===== src/rtl/pwm_fade_sequencer_if.sv =====
// Config write port of pwm_fade_sequencer: one valid/ready write of (channel, mode, duty).
interface pwm_fade_sequencer_if #(
    parameter int unsigned NUM_CH = 4,
    parameter int unsigned CNT_W  = 8
);
    localparam int unsigned CH_W = (NUM_CH > 1) ? $clog2(NUM_CH) : 1;

    logic            cfg_valid;
    logic            cfg_ready;
    logic [CH_W-1:0] cfg_ch;
    logic            cfg_mode;
    logic [CNT_W-1:0] cfg_duty;

    modport master (output cfg_valid, cfg_ch, cfg_mode, cfg_duty, input cfg_ready);
    modport slave  (input cfg_valid, cfg_ch, cfg_mode, cfg_duty, output cfg_ready);
endinterface


===== src/rtl/pwm_fade_sequencer.sv =====
// Shared-counter multi-channel PWM with boundary-synchronous config and triangle breathing ramps.
// Optional phase-staggered channel compare under `define PWM_PHASE_STAGGER_EN.
module pwm_fade_sequencer #(
    parameter int unsigned NUM_CH       = 4,
    parameter int unsigned CNT_W        = 8,
    parameter int unsigned PERIOD       = 100,
    parameter int unsigned STEP_PERIODS = 4
) (
    input  logic                 clk,
    input  logic                 rst,
    input  logic                 enable,
    pwm_fade_sequencer_if.slave  cfg,
    output logic [NUM_CH-1:0]    led,
    output logic                 period_tick
);
    localparam int unsigned CH_W   = (NUM_CH > 1) ? $clog2(NUM_CH) : 1;
    localparam int unsigned STEP_W = $clog2(STEP_PERIODS + 1);
    localparam logic [CNT_W-1:0] TOP  = CNT_W'(PERIOD);
    localparam logic [CNT_W-1:0] FULL = CNT_W'(PERIOD + 1);

    typedef enum logic {RAMP_UP, RAMP_DOWN} ramp_e;

    logic [CNT_W-1:0]  cnt_q, cnt_d;
    logic [CNT_W-1:0]  duty_q [NUM_CH];
    logic [CNT_W-1:0]  duty_d [NUM_CH];
    logic [CNT_W-1:0]  peak_q [NUM_CH];
    logic [CNT_W-1:0]  peak_d [NUM_CH];
    ramp_e             dir_q  [NUM_CH];
    ramp_e             dir_d  [NUM_CH];
    logic [NUM_CH-1:0] mode_q, mode_d;
    logic [STEP_W-1:0] step_q, step_d;
    logic              pend_q, pend_d;
    logic [CH_W-1:0]   pch_q, pch_d;
    logic              pmode_q, pmode_d;
    logic [CNT_W-1:0]  pduty_q, pduty_d;

    logic             wrap, bnd, step_fire, accept;
    logic [CNT_W-1:0] clamped;

    assign wrap          = enable && (cnt_q == TOP);
    assign bnd           = wrap || !enable;
    assign step_fire     = wrap && (step_q == STEP_W'(STEP_PERIODS - 1));
    assign cfg.cfg_ready = !pend_q && !rst;
    assign accept        = cfg.cfg_valid && cfg.cfg_ready;
    assign clamped       = (cfg.cfg_duty > FULL) ? FULL : cfg.cfg_duty;
    assign period_tick   = !rst && wrap;

    always_comb begin
        cnt_d   = '0;
        step_d  = step_q;
        pend_d  = pend_q;
        pch_d   = pch_q;
        pmode_d = pmode_q;
        pduty_d = pduty_q;
        mode_d  = mode_q;

        if (enable) begin
            cnt_d = (cnt_q == TOP) ? '0 : cnt_q + 1'b1;
        end
        if (wrap) begin
            step_d = step_fire ? '0 : step_q + 1'b1;
        end

        if (accept) begin
            pend_d  = 1'b1;
            pch_d   = cfg.cfg_ch;
            pmode_d = cfg.cfg_mode;
            pduty_d = clamped;
        end else if (bnd && pend_q) begin
            pend_d = 1'b0;
        end

        for (int unsigned i = 0; i < NUM_CH; i++) begin
            duty_d[i] = duty_q[i];
            peak_d[i] = peak_q[i];
            dir_d[i]  = dir_q[i];
            // A pending write to this channel pre-empts its ramp step on the same boundary.
            if (bnd && pend_q && (pch_q == CH_W'(i))) begin
                mode_d[i] = pmode_q;
                if (pmode_q) begin
                    peak_d[i] = pduty_q;
                    duty_d[i] = '0;
                    dir_d[i]  = RAMP_UP;
                end else begin
                    duty_d[i] = pduty_q;
                end
            end else if (step_fire && mode_q[i] && (peak_q[i] != '0)) begin
                case (dir_q[i])
                    RAMP_UP: begin
                        if (duty_q[i] == peak_q[i]) begin
                            dir_d[i]  = RAMP_DOWN;
                            duty_d[i] = duty_q[i] - 1'b1;
                        end else begin
                            duty_d[i] = duty_q[i] + 1'b1;
                        end
                    end
                    default: begin
                        if (duty_q[i] == '0) begin
                            dir_d[i]  = RAMP_UP;
                            duty_d[i] = duty_q[i] + 1'b1;
                        end else begin
                            duty_d[i] = duty_q[i] - 1'b1;
                        end
                    end
                endcase
            end
        end
    end

    always_ff @(posedge clk) begin
        if (rst) begin
            cnt_q   <= '0;
            mode_q  <= '0;
            step_q  <= '0;
            pend_q  <= 1'b0;
            pch_q   <= '0;
            pmode_q <= 1'b0;
            pduty_q <= '0;
            for (int unsigned i = 0; i < NUM_CH; i++) begin
                duty_q[i] <= '0;
                peak_q[i] <= '0;
                dir_q[i]  <= RAMP_UP;
            end
        end else begin
            cnt_q   <= cnt_d;
            mode_q  <= mode_d;
            step_q  <= step_d;
            pend_q  <= pend_d;
            pch_q   <= pch_d;
            pmode_q <= pmode_d;
            pduty_q <= pduty_d;
            for (int unsigned i = 0; i < NUM_CH; i++) begin
                duty_q[i] <= duty_d[i];
                peak_q[i] <= peak_d[i];
                dir_q[i]  <= dir_d[i];
            end
        end
    end

`ifdef PWM_PHASE_STAGGER_EN
    localparam int unsigned OFF = (PERIOD + 1) / NUM_CH;
    logic [CNT_W:0] phase;

    always_comb begin
        led   = '0;
        phase = '0;
        for (int unsigned i = 0; i < NUM_CH; i++) begin
            phase = {1'b0, cnt_q} + (CNT_W+1)'(i * OFF);
            if (phase >= (CNT_W+1)'(PERIOD + 1)) begin
                phase = phase - (CNT_W+1)'(PERIOD + 1);
            end
            led[i] = !rst && enable && (phase[CNT_W-1:0] < duty_q[i]);
        end
    end
`else
    always_comb begin
        led = '0;
        for (int unsigned i = 0; i < NUM_CH; i++) begin
            led[i] = !rst && enable && (cnt_q < duty_q[i]);
        end
    end
`endif

endmodule


===== src/flat_wrapper.sv =====
// flat-port wrapper written by rule: the top's interface ports become plain ports
module pwm_fade_sequencer_flat 
#(
    parameter int unsigned NUM_CH       = 4,
    parameter int unsigned CNT_W        = 8,
    parameter int unsigned PERIOD       = 100,
    parameter int unsigned STEP_PERIODS = 4
)
  (clk, rst, enable, led, period_tick, cfg_cfg_valid, cfg_cfg_ch, cfg_cfg_mode, cfg_cfg_duty, cfg_cfg_ready);
  pwm_fade_sequencer_if #(.NUM_CH(NUM_CH), .CNT_W(CNT_W)) cfg_i ();
  input  logic clk;
  input  logic rst;
  input  logic enable;
  output logic [NUM_CH-1:0] led;
  output logic period_tick;
  input wire logic [$bits(cfg_i.cfg_valid)-1:0] cfg_cfg_valid;
  input wire logic [$bits(cfg_i.cfg_ch)-1:0] cfg_cfg_ch;
  input wire logic [$bits(cfg_i.cfg_mode)-1:0] cfg_cfg_mode;
  input wire logic [$bits(cfg_i.cfg_duty)-1:0] cfg_cfg_duty;
  output wire logic [$bits(cfg_i.cfg_ready)-1:0] cfg_cfg_ready;
  assign cfg_i.cfg_valid = cfg_cfg_valid;
  assign cfg_i.cfg_ch = cfg_cfg_ch;
  assign cfg_i.cfg_mode = cfg_cfg_mode;
  assign cfg_i.cfg_duty = cfg_cfg_duty;
  assign cfg_cfg_ready = cfg_i.cfg_ready;
  pwm_fade_sequencer #(.NUM_CH(NUM_CH), .CNT_W(CNT_W), .PERIOD(PERIOD), .STEP_PERIODS(STEP_PERIODS)) u_core (.clk(clk), .rst(rst), .enable(enable), .cfg(cfg_i), .led(led), .period_tick(period_tick));
endmodule

===== config.mk =====
export PLATFORM = sky130hd
export DESIGN_NAME = pwm_fade_sequencer_flat
export DESIGN_NICKNAME = d
export VERILOG_FILES = /design/src/rtl/pwm_fade_sequencer_if.sv /design/src/rtl/pwm_fade_sequencer.sv /design/src/flat_wrapper.sv
export SDC_FILE = /design/constraint.sdc
export NUM_CORES = 1
export LEC_CHECK = 0
export BUFFER_PORTS_ARGS = -buffer_cell sky130_fd_sc_hd__buf_2
export CAP_MARGIN = 25
export CORE_UTILIZATION = 25
export CTS_CLUSTER_DIAMETER = 120
export CTS_CLUSTER_SIZE = 40
export DETAILED_ROUTE_END_ITERATION = 6
export GPL_ROUTABILITY_DRIVEN = 0
export PLACE_DENSITY = 0.44
export REMOVE_ABC_BUFFERS = 1
export SYNTH_ARGS = -nofsm -noshare
export SYNTH_HDL_FRONTEND = slang
export SYNTH_SLANG_ARGS = --single-unit

===== constraint.sdc =====
create_clock -name clk -period 6.3 [get_ports clk]
set_input_delay 1.26 -clock clk [delete_from_list [all_inputs] [get_ports clk]]
set_output_delay 1.26 -clock clk [all_outputs]
set_load 0.005 [all_outputs]

==> summary.md <==
| Metric | Value |
|---|---|
| Status | `complete, no violations` |
| Layout cells sized above 1 | `9.71%` |
| TritonCTS clock tree | `yes` |
| Post-Synth XOR/XNOR Area | `9.65%` |
| Post-synth top area share | `30.5%` |
| Core Region | `24400 um2` |
| Setup TNS | `0 ns` |
| First-pass GRT wire length | `30.4 mm` |
| Starting density of the core | `25.6%` |
| CTS Buffer Depth | `2` |
| Clock root buffer | `clkbuf_16` |
| Largest family of logic cells by synthesized area | `simple AND/OR/NAND/NOR gates` |
| # setup viols final | `0` |
| Path type of the worst min-delay path | `reg2reg` |
| Num rows | `57` |
| Fin crit share | `64.0%` |
| Pwr dens | `188 nW/um2` |
| Antenna violation net count after detailed routing | `0` |
| DP Worst Slack | `2.26 ns` |
| Die ar. | `25600 um2` |
| 1st-iter DRT viols | `359` |
| F_max | `0.248 GHz` |
| Crit. End Element | `output port` |
| Worst VDD drop | `0.104 mV` |
| Cell count after synthesis | `766` |
| Reg clk slew, reported paths | `0.07 ns` |
| Worst setup path category | `in2out` |
| Req. time, crit path | `5.04 ns` |
| HP Start | `u_core.mode_q[2]` |
| Pin count of the biggest net entering global routing | `77` |
| Cts bufs inserted | `9` |
| Top-Level Pins | `21` |
| Unique masters post-synth | `67` |
| Final hold vios | `0` |
| CTS H-tree depth | `3` |
| FF-to-FF Start | `u_core.cnt_q[0]` |
| Total grt overflow | `0` |
| Async set-or-reset flop fraction in the synthesized netlist | `0%` |
| Slew headroom | `38.1%` |
| Hold buffer count at cts | `0` |
| Ys Warns | `0` |
| Post-CTS setup buffer count | `0` |
| DRC | `0` |
| Final Critical Period | `4.03 ns` |
| Nets | `816` |
| Synth Flop Type | `dfxtp_1` |
| # port buffers | `20` |
| Design Area, Final | `6870 um2` |
| Synthesized area | `6240 um2` |
| Leakage power | `0.00265 uW` |
| DR vias/cell | `4.89` |
| Via Count | `5312` |
| Hpwl dp | `13.2 mm` |
| Multiplexer share of the synthesized area | `3.13%` |
| CTS Sinks | `95` |
| Pre-antenna DRT Iters | `5` |
| Worst Skew | `0.00845 ns` |
| Post-DP Area | `6590 um2` |
| Post-synth EDFFs | `0` |
| Final wirelength | `18.6 mm` |
| FF+latch count, synth | `95` |
| Number of global-route vias before repair | `5218` |
| Crit start category | `input pin` |
| Post-synthesis sequential area ratio | `30.5%` |
| Top cells by area, synth | `dfxtp_1, ha_1, nand3_1, xor2_1, nand2_1` |
| Final worst-path setup slack | `2.27 ns` |
| RSZ-0062 raised after global routing | `no` |
| Max Cap Viol | `0` |
| Height of the die | `160 um` |
| Leading area contributor after synthesis | `dfxtp_1` |
| Post-CTS resize count | `0` |
| Worst-path fanout max | `11` |
| Chip width | `160 um` |
| Initial antenna violation count | `0` |
| Max-slew violation count | `0` |
| Crit path from | `rst` |
| Syn avg cell area | `8.14 um2` |
| Detailed-route wire length per cell | `17.2 um` |
| Simple-gate share of the synthesized area | `27.1%` |
| Area delta synth->final | `10.2%` |
| Worst skew pair latency | `0.35 ns` |
| Adder-cell share of the synthesized area | `8.63%` |
| Antenna diodes | `0` |
| Most common library cell in the layout ignoring fill and taps | `dfxtp_1` |
| Most frequent cells in the layout | `dfxtp_1, nand2_1, nand3_1` |
| Compound-cell area share of the yosys netlist | `15.1%` |
| GRT Total Usage | `15.2%` |
| Crit path DAT | `2.77 ns` |
| Slew at the pin closest to its max-slew limit | `0.929 ns` |
==> cell families (layout without fill, tap and decap cells) <==
group / Yosys count / in the layout
compound gates: 138 / 138
xor+xnor: 67 / 67
fa+ha+maj: 43 / 43
buf+inv: 87 / 83
flops: 95 / 95
mux: 18 / 18
simple gates: 318 / 318
==> cell usage after synthesis (13+ instances only) <==
cell      count
o31ai_1      17
xnor2_1      28
nand2_1      81
inv_1        38
nor3_1       14
and3_1       13
clkbuf_1     33
xor2_1       37
nor2_1       46
dfxtp_1      95
a21oi_1      57
ha_1         43
nand3_1      76
nor4_1       20
==> metrics by stage <==
stage	power, uW	util (%)	instances	hold WS (ns)
after CTS	1320	28.2	1086	0.459
after global placement	773	27.0	1071	0.443
after detailed placement	772	27.0	1071	0.447
after global routing	1350	28.2	1086	0.486
after floorplan	712	-	720	0.426
final	1290	28.2	1086	0.461
==> critical path, stage by stage <==
cell and delay [ns]:
buf_2 0.20, clkinv_1 0.34, nand2_1 0.53, a211oi_1 0.10, a21o_1 0.20, buf_2 0.13
==> report_power, final <==
group,leakage [uW],switching (uW),internal [uW]
sequential,0.000768,25.5,608
combinational,0.00174,75.6,47.3
clock,0.000142,248,289
==> path summary, 6_finish.rpt <==
kind,endpoint,cells after the start,slack [ns]
max reg2reg,u_core.duty_q[0][10],9,3.44
max,led[2],6,2.27
min reg2reg,u_core.mode_q[2],2,0.46
min,u_core.mode_q[2],2,0.46
==> flip-flops by register name, indices dropped and copies added (netlist names) <==
register	count
u_core.mode_q	4
u_core.peak_q	32
u_core.step_q	3
u_core.cnt_q	8
u_core.pmode_q	1
u_core.pduty_q	8
u_core.pch_q	2
u_core.dir_q	4
u_core.duty_q	32
u_core.pend_q	1
==> layer usage <==
metal	vias to the layer above	routed length, um	share of wire, %	global-route usage, %
met5	-	0	0	0
met4	0	170	0.91	2.86
met3	9	656	3.5	2.81
met2	97	8020	43	23.3
met1	2514	9780	53	22.2
li1	2692	-	-	-
==> cell type report <==
type,instances,area (um2)
Sequential cell,95,1900
Timing Repair Buffer,27,153
Inverter,41,154
Clock inverter,4,27.5
Fill cell,2704,17500
Clock buffer,11,253
Multi-Input combinational cell,584,3980
Tap cell,324,405
No activity file was read; power rests on OpenSTA's default activity.
